==> config.mk <==
export PLATFORM = sky130hd
export DESIGN_NAME = count_serializer
export DESIGN_NICKNAME = d
export VERILOG_FILES = /design/src/rtl/count_ser_pkg.sv /design/src/rtl/count_ser_fifo.sv /design/src/rtl/count_serializer.sv
export SDC_FILE = /design/constraint.sdc
export NUM_CORES = 1
export LEC_CHECK = 0
export ABC_AREA = 1
export CAP_MARGIN = 20
export CELL_PAD_IN_SITES_DETAIL_PLACEMENT = 1
export CELL_PAD_IN_SITES_GLOBAL_PLACEMENT = 1
export CORE_ASPECT_RATIO = 1.2
export CORE_UTILIZATION = 47
export DETAILED_ROUTE_END_ITERATION = 16
export GPL_TIMING_DRIVEN = 0
export PLACE_DENSITY_LB_ADDON = 0.3
export SYNTH_ARGS = -nofsm -noshare
export SYNTH_HDL_FRONTEND = slang
export SYNTH_SLANG_ARGS = --single-unit
==> constraint.sdc <==
create_clock -name clk -period 2.8 [get_ports clk]
set_input_delay 0.42 -clock clk [delete_from_list [all_inputs] [get_ports clk]]
set_output_delay 0.42 -clock clk [all_outputs]
set_load 0.1 [all_outputs]
==> src/rtl/count_ser_pkg.sv <==
// Shared types and constants for the count serializer.
// Frame length depends on the SER_PARITY_EN build macro (adds an even-parity bit).
package count_ser_pkg;

    localparam int DATA_W = 8;

`ifdef SER_PARITY_EN
    localparam int FRAME_LEN = DATA_W + 1;
`else
    localparam int FRAME_LEN = DATA_W;
`endif

    // Width of the bit index inside a frame (0 .. FRAME_LEN-1).
    localparam int BIT_W = $clog2(FRAME_LEN);

    typedef enum logic [1:0] {
        ST_IDLE  = 2'd0,
        ST_LOAD  = 2'd1,
        ST_SHIFT = 2'd2,
        ST_GAP   = 2'd3
    } state_e;

endpackage

==> src/rtl/count_ser_fifo.sv <==
// Small synchronous FIFO buffering count words ahead of the serializer.
// DEPTH must be a power of two so the pointers wrap by natural overflow.
module count_ser_fifo
    import count_ser_pkg::*;
#(
    parameter int  DEPTH = 4,
    localparam int PTR_W = $clog2(DEPTH),
    localparam int CNT_W = PTR_W + 1
) (
    input  logic              clk,
    input  logic              rst,
    input  logic              push,
    input  logic [DATA_W-1:0] push_data,
    input  logic              pop,
    output logic [DATA_W-1:0] pop_data,
    output logic              full,
    output logic              empty,
    output logic [CNT_W-1:0]  count
);

    logic [DATA_W-1:0] mem_q [DEPTH];
    logic [PTR_W-1:0]  wr_ptr_q, wr_ptr_d;
    logic [PTR_W-1:0]  rd_ptr_q, rd_ptr_d;
    logic [CNT_W-1:0]  count_q, count_d;
    logic              do_push;
    logic              do_pop;

    assign full     = (count_q == CNT_W'(DEPTH));
    assign empty    = (count_q == '0);
    assign count    = count_q;
    assign pop_data = mem_q[rd_ptr_q];

    // Guard against over/underflow even if a caller misbehaves.
    assign do_push = push & ~full;
    assign do_pop  = pop & ~empty;

    // Next pointer and occupancy; push+pop together leaves the count alone.
    always_comb begin
        wr_ptr_d = wr_ptr_q;
        rd_ptr_d = rd_ptr_q;
        count_d  = count_q;
        if (do_push) wr_ptr_d = wr_ptr_q + PTR_W'(1);
        if (do_pop)  rd_ptr_d = rd_ptr_q + PTR_W'(1);
        case ({do_push, do_pop})
            2'b10:   count_d = count_q + CNT_W'(1);
            2'b01:   count_d = count_q - CNT_W'(1);
            default: count_d = count_q;
        endcase
    end

    // Pointer/occupancy registers; reset empties the FIFO logically.
    always_ff @(posedge clk) begin
        if (rst) begin
            wr_ptr_q <= '0;
            rd_ptr_q <= '0;
            count_q  <= '0;
        end else begin
            wr_ptr_q <= wr_ptr_d;
            rd_ptr_q <= rd_ptr_d;
            count_q  <= count_d;
        end
    end

    // Storage array; contents need no reset since pointers define validity.
    always_ff @(posedge clk) begin
        if (do_push) mem_q[wr_ptr_q] <= push_data;
    end

endmodule

==> src/rtl/count_serializer.sv <==
// Count serializer: buffers 8-bit count words and shifts them out MSB first
// on a divided serial clock, with ser_frame marking each frame.
// Build macro SER_PARITY_EN appends an even-parity bit to each frame.
module count_serializer
    import count_ser_pkg::*;
#(
    parameter int  DEPTH = 4,
    parameter int  DIV   = 2,
    localparam int CNT_W = $clog2(DEPTH) + 1
) (
    input  logic              clk,
    input  logic              rst,
    input  logic [DATA_W-1:0] in_data,
    input  logic              in_valid,
    output logic              in_ready,
    output logic              ser_clk,
    output logic              ser_data,
    output logic              ser_frame,
    output logic              busy,
    output logic [CNT_W-1:0]  fifo_count,
    output logic              ovf,
    output state_e            state_dbg
);

    // One bit period is 2*DIV cycles: ser_clk low for the first half, high for the second.
    localparam int             PER      = 2 * DIV;
    localparam int             PH_W     = $clog2(PER);
    localparam logic [PH_W-1:0] PH_LAST  = PH_W'(PER - 1);
    localparam logic [PH_W-1:0] PH_HALF  = PH_W'(DIV);
    localparam logic [BIT_W-1:0] BIT_LAST = BIT_W'(FRAME_LEN - 1);

    logic              fifo_full;
    logic              fifo_empty;
    logic              fifo_push;
    logic              fifo_pop;
    logic [DATA_W-1:0] fifo_head;

    state_e                 state_q, state_d;
    logic [PH_W-1:0]        phase_q, phase_d;
    logic [BIT_W-1:0]       bit_q, bit_d;
    logic [FRAME_LEN-1:0]   sreg_q, sreg_d;
    logic                   ser_clk_q, ser_clk_d;
    logic                   ser_data_q, ser_data_d;
    logic                   ser_frame_q, ser_frame_d;
    logic                   busy_q, busy_d;
    logic                   ovf_q, ovf_d;

    // Handshake: a word transfers on a posedge where in_valid and in_ready are
    // both high; in_ready depends only on registered occupancy, never on in_valid,
    // and a word offered while in_ready is low is dropped and flagged in ovf.
    assign in_ready  = ~fifo_full;
    assign fifo_push = in_valid & in_ready;
    // LOAD is only entered with a non-empty FIFO, so it always pops a real word.
    assign fifo_pop  = (state_q == ST_LOAD);

    count_ser_fifo #(
        .DEPTH (DEPTH)
    ) u_fifo (
        .clk       (clk),
        .rst       (rst),
        .push      (fifo_push),
        .push_data (in_data),
        .pop       (fifo_pop),
        .pop_data  (fifo_head),
        .full      (fifo_full),
        .empty     (fifo_empty),
        .count     (fifo_count)
    );

    // Next-state, timing counters, shift register and registered outputs.
    always_comb begin
        state_d = state_q;
        phase_d = phase_q;
        bit_d   = bit_q;
        sreg_d  = sreg_q;

        case (state_q)
            ST_IDLE: begin
                if (!fifo_empty) state_d = ST_LOAD;
            end
            ST_LOAD: begin
                state_d = ST_SHIFT;
                phase_d = '0;
                bit_d   = '0;
`ifdef SER_PARITY_EN
                sreg_d  = {fifo_head, ^fifo_head};
`else
                sreg_d  = fifo_head;
`endif
            end
            ST_SHIFT: begin
                if (phase_q == PH_LAST) begin
                    phase_d = '0;
                    if (bit_q == BIT_LAST) begin
                        state_d = ST_GAP;
                    end else begin
                        bit_d  = bit_q + BIT_W'(1);
                        sreg_d = {sreg_q[FRAME_LEN-2:0], 1'b0};
                    end
                end else begin
                    phase_d = phase_q + PH_W'(1);
                end
            end
            ST_GAP: begin
                if (phase_q == PH_LAST) begin
                    phase_d = '0;
                    state_d = fifo_empty ? ST_IDLE : ST_LOAD;
                end else begin
                    phase_d = phase_q + PH_W'(1);
                end
            end
            default: state_d = ST_IDLE;
        endcase

        // Outputs are derived from the next state so they are glitch-free flops.
        ser_frame_d = (state_d == ST_SHIFT);
        ser_clk_d   = (state_d == ST_SHIFT) && (phase_d >= PH_HALF);
        ser_data_d  = (state_d == ST_SHIFT) ? sreg_d[FRAME_LEN-1] : 1'b0;
        busy_d      = (state_d != ST_IDLE);
        ovf_d       = ovf_q | (in_valid & fifo_full);
    end

    // FSM and output registers with synchronous reset (aborts any frame).
    always_ff @(posedge clk) begin
        if (rst) begin
            state_q     <= ST_IDLE;
            phase_q     <= '0;
            bit_q       <= '0;
            sreg_q      <= '0;
            ser_clk_q   <= 1'b0;
            ser_data_q  <= 1'b0;
            ser_frame_q <= 1'b0;
            busy_q      <= 1'b0;
            ovf_q       <= 1'b0;
        end else begin
            state_q     <= state_d;
            phase_q     <= phase_d;
            bit_q       <= bit_d;
            sreg_q      <= sreg_d;
            ser_clk_q   <= ser_clk_d;
            ser_data_q  <= ser_data_d;
            ser_frame_q <= ser_frame_d;
            busy_q      <= busy_d;
            ovf_q       <= ovf_d;
        end
    end

    assign ser_clk   = ser_clk_q;
    assign ser_data  = ser_data_q;
    assign ser_frame = ser_frame_q;
    assign busy      = busy_q;
    assign ovf       = ovf_q;
    assign state_dbg = state_q;

endmodule

==> metrics.yaml, run 1 <==
worstPathMaxFanout: 5
wl_met2_mm: 2.97
ant_nets: 0
clk_pin_slew_worst_paths_ns: 0.06
status: "finished clean"
cts_resized: 0
cts_tree: "done"
critPathBufInv: 1
holdBufCountCts: 0
io-pin-count: 22
nFillCells: 674
place.detailed.hpwl_mm: 4.01
syn_to_final_growth_pct: 17.4
drv_cap: 0
dpl_worst_slack_ns: 0.521
cts_buffer_depth: 2
synth_top_area_share_pct: 34.5
path_delay_family: "buffers and inverters"
cp-start-kind: "flip-flop"
relSlewSlack_pct: 35.0
avgViaCountPerCell: 4.77
antenna_found_initial: 0
post_synth.cell_area_avg_sq_um: 8.83
post_dp_cell_area_sq_um: 3090
hold_slack_ns: 0.348
dr_total_vias: 2052
grt_usage_pct: 20.9
ys_seq_area_share_pct: 55.4
arrival_ns: 2.04
setup_ws_ns: 0.335
finalSetupTns_ns: 0
slew_viol_final: 0
clock_skew_ns: 0.00943
critPathKind: "reg2out"
synth-edff-count: 32
final_nets: 370
num_antenna_cells: 0
wire_per_inst_microns: 13.2
crit_path_top_delay_cell: "clkdlybuf4s50_1"
crit_path_end_kind: "output pin"
fin_cells: 430
synth_async_sr_flop_share_pct: 0
core_sq_um: 5670
power_density_nw_per_um2: 939
synth-seq-cells: 61
dieArea_sq_um: 6230
clockRootBuffer: "clkbuf_8"
drive_gt1_share_pct: 10.6
synth.cell_area_sq_um: 2780
wl_met3_microns: 134
synth_flop_cell: "edfxtp_1"
power_mw: 3.07
crit_chain: "nor2_4, nand2_2, clkdlybuf4s50_1"
cts_setup_buffers: 0
power.leakage_nw: 1.42
die_x_microns: 72.2
synthCells: 315
synthMostInstantiatedCell: "nand2_1"
worst_pin_slew_ns: 0.972
htreeDepth: 3
min_path_type: "in2reg"
grt_pass1_vias: 2125
max_freq_mhz: 406
cts_made_buffers: 9
synthTopCellsByCount: "nand2_1 (88), inv_1 (55), edfxtp_1 (32)"
gp_congestion: 0.754
grt_start_max_net_pins: 11
start_util_pct: 49.1
ys_warn_count: 0
drt_first_pass_iters: 4
fin_util_pct: 57.6
drt-total-wl_mm: 5.68
finalHoldViolCount: 0
synth_largest_area_cell: "edfxtp_1"
rsz0062_at_grt: "false"
drc: 0
grt-ovfl-total: 0
top_layer: "met4"
max-vdd-ir-drop_mv: 0.663
ys_top_cells_by_area: "edfxtp_1 (35%), dfxtp_1 (21%), nand2_1 (12%), inv_1 (7.4%), ha_1 (5.4%)"
rows: 30
wl_met1_mm: 2.46
clk_latency_ns: 0.34
finalSetupViolCount: 0
min_period_ns: 2.46
numPortBuffers: 20
register_area_sq_um: 1540
syn-num-nets: 339
synth_cell_types: 26
design_area_sq_um: 3270
clock-sinks: 61
period_share_pct: 88.0
crit_required_ns: 2.38
first_iter_violations: 66
dp.cells: 415
multi_input_area_sq_um: 968
critical_path.max_stage_delay_ns: 1.12
die_h_microns: 86.3
grt_pass1_wl_mm: 9.64
-- power by group --
part           internal [mW]  total, mW  switching [mW]
registers               1.06       1.14          0.0755
clock network          0.401      0.719           0.318
logic                  0.346       1.21           0.864
-- worst paths after layout --
check | start | endpoint | slack (ns) | cells past startpoint
worst max register to register | state_dbg[1]$_SDFF_PP0_ | u_fifo.count[2]$_SDFFE_PP0P_ | 0.49 | 11
worst min-delay path | rst | sreg_q[0]$_SDFFE_PP0P_ | 0.35 | 2
worst max-delay path | u_fifo.count[0]$_SDFFE_PP0P_ | in_ready | 0.34 | 3
worst min register to register | ovf$_SDFF_PP0_ | ovf$_SDFF_PP0_ | 0.46 | 2
-- flip-flops by register name, summed over array words and instances, names as in the netlist, 2 cells and up, named ones only --
signal / count
sreg_q: 8
u_fifo.rd_ptr_q: 2
u_fifo.mem_q: 32
state_dbg: 2
u_fifo.wr_ptr_q: 2
bit_q: 3
phase_q: 2
u_fifo.count: 3
-- layer usage --
metal	GRT usage, %	vias to the layer above
li1	-	1047
met5	0	-
met3	5.23	9
met2	35.8	18
met1	24.8	978
met4	9.09	0
-- kinds of logic after synthesis --
kind of cell    after synthesis  share of synthesized area, %
simple gates                142                          22.1
buf+inv                      67                          9.85
flops                        61                          55.4
compound gates               31                          6.16
fa+ha+maj                    13                          6.12
xor+xnor                      1                         0.315
-- cell type report --
class	instances	share of cell area, %
buffer	7	1.49
clock buffer	10	3.91
clock inverter	5	1.61
inverter	60	6.90
multi-input combinational	187	29.7
sequential	61	47.2
tap	80	3.07
timing repair buffer	20	6.13
-- placed cells by master, fill, tap and decap left out, types with 2 or more instances in the layout --
cell type        Yosys  final
nand2_1             88     87
inv_1               55     55
edfxtp_1            32     32
nand3_1             28     28
dfxtp_1             29     28
clkdlybuf4s50_1      0     20
a21oi_1             19     19
nor2_1              16     16
ha_1                12     12
clkbuf_8             0      9
o21ai_0              6      6
inv_2                5      5
nor2_4               4      4
nand2_2              2      3
buf_2                3      3
o21ai_1              3      3
clkinv_2             0      3
buf_6                2      2
-- worst register-to-register path: stages (launching register included) --
cell     delay [ns]
dfxtp_1        0.38
inv_1          0.12
ha_1           0.20
inv_1          0.14
a21oi_4        0.22
ha_1           0.21
inv_1          0.07
fa_1           0.39
nand2_1        0.08
nand3_1        0.11
o21ai_0        0.22
a21oi_1        0.07
Power figures use the tool's default switching activity.
==> inputs of run 2 (changes only) <==
- CAP_MARGIN: 20 -> 5
- GPL_TIMING_DRIVEN: 0 -> default
==> run 2 against run 1 <==
Power is 0.14% higher. Design area is 1.2% lower. Non-clock buffer count fell by 5. Die area stayed put. Highest routed layer unchanged.
==> metrics.yaml, run 2 (same netlist as run 1, synthesis figures left out) <==
status: "finished clean"
power_density_nw_per_um2: 952
gp_congestion: 0.713
hp-start: "ovf$_SDFF_PP0_"
dpl_worst_slack_ns: 0.575
final_cell_mix: "nand2_1 (87), inv_1 (55), edfxtp_1 (32)"
setup_ws_ns: 0.657
drc: 0
first_iter_violations: 61
design_area_sq_um: 3230
clk_latency_ns: 0.34
drive_gt1_share_pct: 12.7
power_mw: 3.07
period_share_pct: 76.5
reg2reg_from: "state_dbg[1]$_SDFF_PP0_"
max_freq_mhz: 467
register_area_sq_um: 1540
mostFrequentLayoutCell: "nand2_1"
ant_nets: 0
place.detailed.hpwl_mm: 4.37
crit_top_cell: "inv_1"
finalSetupTns_ns: 0
crit_chain: "inv_1, ha_1, inv_1, a21oi_4, ha_1, inv_1, fa_1, nand2_1, nand3_1, o21ai_0, a21oi_1"
holdBufCountCts: 0
final_nets: 365
crit_path_top_delay_cell: "fa_1"
finalSetupViolCount: 0
nFillCells: 664
cts_made_buffers: 9
wire_per_inst_microns: 14.5
crit_path_end_kind: "flip-flop"
die_h_microns: 86.3
min_period_ns: 2.14
critPathKind: "reg2reg"
crit_required_ns: 3.02
avgViaCountPerCell: 4.81
drt_first_pass_iters: 4
dr_total_vias: 2050
start_util_pct: 49.1
rrSetupSlack_ns: 0.66
cts_tree: "done"
antenna_found_initial: 0
clock_skew_ns: 0.00783
multi_input_area_sq_um: 968
critPathBufInv: 3
worstPathMaxFanout: 6
path_delay_family: "adder cells"
cts_resized: 0
max-vdd-ir-drop_mv: 0.628
min_path_type: "reg2reg"
io-pin-count: 22
core_sq_um: 5670
clockRootBuffer: "clkbuf_8"
finalHoldViolCount: 0
holdPathEnd: "ovf$_SDFF_PP0_"
worst_pin_slew_ns: 0.691
regMostFlops: "u_fifo.mem_q"
syn_to_final_growth_pct: 16.0
cp-start-kind: "flip-flop"
grt_start_max_net_pins: 18
rsz0062_at_grt: "false"
grt_pass1_vias: 2199
drt-total-wl_mm: 6.19
dieArea_sq_um: 6230
top_regs: "u_fifo.mem_q (32), sreg_q (8)"
hold-path-cell-count: 2
relSlewSlack_pct: 53.8
post_dp_cell_area_sq_um: 3030
num_antenna_cells: 0
die_x_microns: 72.2
reg2reg_depth: 11
grt-ovfl-total: 0
clk_pin_slew_worst_paths_ns: 0.07
rows: 30
critical_path.max_stage_delay_ns: 0.38
grt_usage_pct: 22.2
cts_buffer_depth: 2
htreeDepth: 3
slew_viol_final: 0
reg2reg_to: "u_fifo.count[2]$_SDFFE_PP0P_"
arrival_ns: 2.37
cts_setup_buffers: 0
fin_util_pct: 56.9
drv_cap: 0
clock-sinks: 61
power.leakage_nw: 1.42
numPortBuffers: 21
largest_reg_flops: 32
grt_pass1_wl_mm: 10.4
-- run 2: cell count changes in the layout (fill, tap and decap cells not counted) --
cell	previous run	this run
buf_4	1	12
clkdlybuf4s50_1	20	10
buf_2	3	0
clkinv_2	3	0
buf_6	2	0
clkinv_4	0	2
buf_1	1	0
clkbuf_1	1	0
clkinv_1	0	1
clkinvlp_4	1	2
inv_6	0	1
-- run 2: worst max path at each step --
stage / start / to / slack (ns) / depth (start not counted)
floorplan: u_fifo.count[0]$_SDFFE_PP0P_ / u_fifo.count[2]$_SDFFE_PP0P_ / 0.08 / 11
CTS: state_dbg[1]$_SDFF_PP0_ / u_fifo.count[2]$_SDFFE_PP0P_ / 0.67 / 11
global placement: in_valid / u_fifo.count[2]$_SDFFE_PP0P_ / 0.66 / 9
detailed placement: in_valid / u_fifo.count[2]$_SDFFE_PP0P_ / 0.57 / 9
global route: state_dbg[1]$_SDFF_PP0_ / u_fifo.count[2]$_SDFFE_PP0P_ / 0.53 / 12
finish: state_dbg[1]$_SDFF_PP0_ / u_fifo.count[2]$_SDFFE_PP0P_ / 0.66 / 11
-- run 2: report_power, final --
| group | switching (mW) | total (mW) | internal (mW) |
|---|---|---|---|
| clock network | 0.373 | 0.787 | 0.413 |
| logic | 0.833 | 1.13 | 0.293 |
| registers | 0.0968 | 1.16 | 1.06 |
-- run 2: metal layers --
metal | global-route usage [%] | wire length [microns]
met4 | 9.98 | 89
met1 | 27.4 | 2840
met5 | 0 | 0
met2 | 36.6 | 3120
met3 | 5.47 | 132
-- run 2: tightest hold or removal path: stages (launching register included) --
cell and delay, ns:
dfxtp_1 0.31, inv_1 0.05, a21oi_1 0.05
-- run 2: final cells by class --
type                       instances  area share (%)
timing repair buffer              22            5.90
clock inverter                     7            2.33
multi-input combinational        187            30.0
clock buffer                       9            3.84
inverter                          60            6.98
tap                               80            3.10
sequential                        61            47.8
-- run 2: metrics by stage --
step / hold slack, ns / instances
floorplan: 0.444 / 315
global placement: 0.439 / 410
detailed placement: 0.456 / 410
CTS: 0.466 / 426
global route: 0.494 / 426
finish: 0.457 / 426
==> inputs of run 3 (changes only) <==
- CORE_UTILIZATION: 47 -> 44
- clock period: 2.8 -> 2 ns (I/O delays scaled with it)
==> run 3 against run 2 <==
Flip-flop and latch count stayed put. Setup slack worse by 0.61 ns. Register-to-register slack got worse by 0.61 ns. Global-route usage fell by 1.3 points. Hold slack gained 0.0091 ns. Clock power up 30%. Critical path depth stayed put. Cell count increased by 2.6%. First-iteration DRC count grew 110%. Largest power group is now combinational logic.
==> metrics.yaml, run 3 (same netlist as run 1, synthesis figures left out) <==
status: "finished clean"
syn_to_final_growth_pct: 20.8
gp_congestion: 0.731
clock_skew_ns: 0.00772
regMostFlops: "u_fifo.mem_q"
crit_path_top_delay_cell: "dfxtp_4"
top_regs: "u_fifo.mem_q (32), sreg_q (8)"
rrSetupSlack_ns: 0.04
clockRootBuffer: "clkbuf_8"
grt_usage_pct: 20.9
power_mw: 4.40
setup_ws_ns: 0.0434
power_density_nw_per_um2: 1310
crit_path_end_kind: "flip-flop"
grt-ovfl-total: 0
place.detailed.hpwl_mm: 4.40
min_path_type: "reg2reg"
critical_path.max_stage_delay_ns: 0.37
critPathBufInv: 3
drt-total-wl_mm: 6.21
first_iter_violations: 127
hold_slack_ns: 0.466
antenna_found_initial: 0
max_freq_mhz: 511
dieArea_sq_um: 6640
grt_pass1_wl_mm: 9.80
power.leakage_nw: 1.47
drv_cap: 0
worstPathMaxFanout: 6
dp.cells: 420
worst_pin_slew_ns: 0.344
finalHoldViolCount: 0
slew_viol_final: 0
period_share_pct: 97.8
drive_gt1_share_pct: 17.2
io-pin-count: 22
final_cell_mix: "nand2_1 (87), inv_1 (53), edfxtp_1 (32)"
clk_latency_ns: 0.34
finalSetupTns_ns: 0
dpl_worst_slack_ns: 0.0105
clock-sinks: 61
drt_first_pass_iters: 4
cp-start-kind: "flip-flop"
drc: 0
min_period_ns: 1.96
core_sq_um: 6050
htreeDepth: 3
cts_tree: "done"
die_h_microns: 89.1
fin_cells: 437
final_nets: 374
grt_pass1_vias: 2079
crit_required_ns: 2.22
cts_made_buffers: 9
finalSetupViolCount: 0
start_util_pct: 46.0
clk_pin_slew_worst_paths_ns: 0.06
mostFrequentLayoutCell: "nand2_1"
num_antenna_cells: 0
relSlewSlack_pct: 77.0
ant_nets: 0
largest_reg_flops: 32
avgViaCountPerCell: 4.82
critPathKind: "reg2reg"
crit_chain: "inv_2, ha_4, clkinvlp_4, a21oi_4, ha_4, inv_1, fa_2, nand2_1, nand3_2, o21ai_2, a21oi_1"
grt_start_max_net_pins: 18
arrival_ns: 2.18
cts_buffer_depth: 2
holdBufCountCts: 0
crit_top_cell: "ha_4"
path_delay_family: "adder cells"
max-vdd-ir-drop_mv: 0.905
wire_per_inst_microns: 14.2
numPortBuffers: 21
die_x_microns: 74.6
dr_total_vias: 2108
rows: 31
## run 3: cell count changes in the layout (fill, tap and decap cells not counted), moves of 2 or more
cell / before / now
ha_4: 0 / 2
clkinv_2: 0 / 2
clkbuf_1: 0 / 4
buf_4: 12 / 21
clkinv_4: 2 / 0
inv_1: 55 / 53
nand2_8: 0 / 2
nand2_2: 3 / 1
dfxtp_4: 0 / 5
dfxtp_1: 28 / 24
ha_1: 12 / 10
## run 3: tightest hold or removal path, delay by kind of cell (launching register included)
| kind | cells | cell delay [ns] |
|---|---|---|
| buf+inv | 1 | 0.05 |
| flops | 1 | 0.31 |
| compound gates | 1 | 0.06 |
## run 3: metal layers
layer  vias up  global-route usage [%]  routed length, microns
li1       1060                       -                       -
met1      1008                    25.1                    2670
met2        29                    35.7                    3210
met3        11                    5.07                     214
met4         0                    8.23                     111
met5         -                       0                       0
## run 3: final timing paths
| path | cells past startpoint | to | start |
|---|---|---|---|
| setup / recovery | 11 | u_fifo.count[2]$_SDFFE_PP0P_ | state_dbg[1]$_SDFF_PP0_ |
| hold reg to reg | 2 | ovf$_SDFF_PP0_ | ovf$_SDFF_PP0_ |
| hold / removal | 2 | ovf$_SDFF_PP0_ | ovf$_SDFF_PP0_ |
| setup reg to reg | 11 | u_fifo.count[2]$_SDFFE_PP0P_ | state_dbg[1]$_SDFF_PP0_ |
## run 3: repair_timing
item / in CTS / in global routing
gates resized for setup: 0 / 4
setup endpoints to repair: 0 / 1
setup buffers: 0 / 1
## run 3: area by class of cell
cell class                      instances  area, sq um
Timing Repair Buffer                   31          258
Clock inverter                          3         40.0
Clock buffer                           13          139
Multi-Input combinational cell        187         1030
Sequential cell                        61         1560
Inverter                               60          229
Tap cell                               82          103
Fill cell                             733         2690
## run 3: report_power, final
part           leakage, nW  switching (mW)  total [mW]  internal, mW
Clock               0.0914           0.450        1.02         0.573
Combinational        0.844            1.25        1.75         0.497
Sequential           0.533           0.124        1.63          1.51
## run 3: through the flow
stage          instance area [sq um]  util (%)
2_1_floorplan                   2860         -
3_3_place_gp                    3160      52.3
3_5_place_dp                    3160      52.3
4_1_cts                         3340      55.2
5_1_grt                         3360      55.5
6_report                        3360      55.5
==> RTL edit: new RTL, flow settings as in run 3 <==
Set the package constant `DATA_W` to 32 (it was 8).
--- a/src/rtl/count_ser_pkg.sv
+++ b/src/rtl/count_ser_pkg.sv
@@ -2,7 +2,7 @@
 // Frame length depends on the SER_PARITY_EN build macro (adds an even-parity bit).
 package count_ser_pkg;
 
-    localparam int DATA_W = 8;
+    localparam int DATA_W = 32;
 
 `ifdef SER_PARITY_EN
     localparam int FRAME_LEN = DATA_W + 1;
Ports: changed (resized in_data); port bits go from 22 to 46. No check against the original RTL was run, so the function may have changed too.
==> RTL edit against run 3 <==
Sequential cell count up 122; critical path type unchanged; critical path depth unchanged; synthesized cell count grew 110%; combinational power up 69%; power up 150%; via count grew 140%; setup slack better by 0.050 ns; worst hold slack worse by 0.013 ns; cell area rose to 2.6 times the old value; area after synthesis rose to 2.6 times the old value; wire length grew to 2.8 times the old value.
==> RTL edit: results (changes against run 3) <==
{
  "power": {
    "pwr.group.sequential": {"value": 4.66, "unit": "mW", "change": "+190%"},
    "power.internal": {"value": 7.255, "unit": "mW", "change": "+180%"},
    "vdd_drop_max": {"value": 515.2, "unit": "uV", "change": "-43%"},
    "powerClk": {"value": 3.31, "unit": "mW", "change": "+220%"}
  },
  "route": {
    "routedWlPerCell": {"value": 18.72, "unit": "um", "change": "+32%"},
    "wl_met1": {"value": 7054, "unit": "um", "change": "+160%"},
    "dr.first_iter.drc_count": {"value": 283, "change": "+120%"},
    "total_via_count_in_the_routed_design": {"value": 5053, "change": "+140%"}
  },
  "synth": {
    "syn_inst": {"value": 656, "change": "+110%"},
    "synth.lib_cells_used.distinct": {"value": 29, "change": "+12%"},
    "synthXorXnorAreaFrac": {"value": 0, "unit": "%", "change": "-0.31 points"},
    "post_synthesis_share_of_cell_area_spent_on_full_adders_half_adders_and_majority_gates": {"value": 2.338, "unit": "%", "change": "-3.8 points"},
    "synth_edf_count": {"value": 128, "change": "+300%"}
  },
  "sta": {
    "finalClockSkew": {"value": 0.009440, "unit": "ns", "change": "+0.001717 ns"}
  },
  "grt": {
    "grt_use_met1": {"value": 24.96, "unit": "%", "change": "-0.17 points"},
    "global_route.usage.met2": {"value": 40.06, "unit": "%", "change": "+4.3 points"},
    "globalRouteTotalUtil": {"value": 22.14, "unit": "%", "change": "+1.3 points"},
    "global_route.usage.met3": {"value": 4.952, "unit": "%", "change": "-0.12 points"}
  },
  "worst_setup_path": {
    "cp_data_arrival_time": {"value": 2.23, "unit": "ns", "change": "+0.05 ns"},
    "path_max_fanout": {"value": 3, "change": "-3"}
  },
  "placed_design": {
    "gp_routability_congestion": {"value": 0.7646, "change": "+4.7%"},
    "dpl_cell_area": {"value": 8180, "unit": "um2", "change": "+160%"}
  },
  "layout": {
    "drive_above_1_share": {"value": 15.98, "unit": "%", "change": "-1.2 points"},
    "final.fill_count": {"value": 1748, "change": "+140%"}
  },
  "run_status": {
    "status": "finished, final reports clean"
  }
}
[RTL edit: cell types whose count changed in the layout (fill, tap and decap cells not counted), sizes merged, moves of 5 or more]
| cell | delta |
|---|---|
| o21ai | +66 |
| edfxtp | +96 |
| clkdlybuf4s50 | +24 |
| nor2 | +89 |
| inv | -5 |
| nand3 | -20 |
| a21oi | +59 |
| dfxtp | +26 |
| nand2 | -23 |
| clkbuf | +5 |
| buf | +22 |
| o22ai | +31 |
[RTL edit: layout make-up]
class                           count  area (um2)  area share [%]
Inverter                           52       212.7           2.396
Clock inverter                     13       147.6           1.663
Timing Repair Buffer               77       783.3           8.824
Clock buffer                       18       429.2           4.835
Sequential cell                   183        4965           55.93
Tap cell                          212       265.3           2.988
Multi-Input combinational cell    389        2073           23.36
[RTL edit: through the flow]
stage / power [mW] / setup slack, ns / utilization, % / hold WS [ns]
6_report: 10.93 / 0.09393 / 54.76 / 0.4536
5_1_grt: 11.40 / -0.02341 / 54.76 / 0.4755
4_1_cts: 10.87 / 0.002660 / 54.25 / 0.4586
3_5_place_dp: 7.508 / -0.1490 / 50.47 / 0.4493
3_3_place_gp: 7.360 / 0.009378 / 50.47 / 0.4410
2_1_floorplan: 6.627 / -0.04565 / - / 0.3989
[RTL edit: path summary, 6_finish.rpt]
kind	end	slack, ns	depth (start not counted)
worst min register to register	ovf	0.45	2
worst min-delay path	ovf	0.45	2
worst max-delay path	u_fifo.count[2]	0.09	11
worst max register to register	u_fifo.count[2]	0.09	11
[RTL edit: critical path: cells and delay by family (launching register included)]
family / cells / cell delay [ns]
adder cells (fa/ha/maj): 3 / 0.66
AND/OR/NAND/NOR: 1 / 0.13
buffers and inverters: 3 / 0.21
flip-flops: 1 / 0.36
AO/OA/AOI/OAI: 4 / 0.43
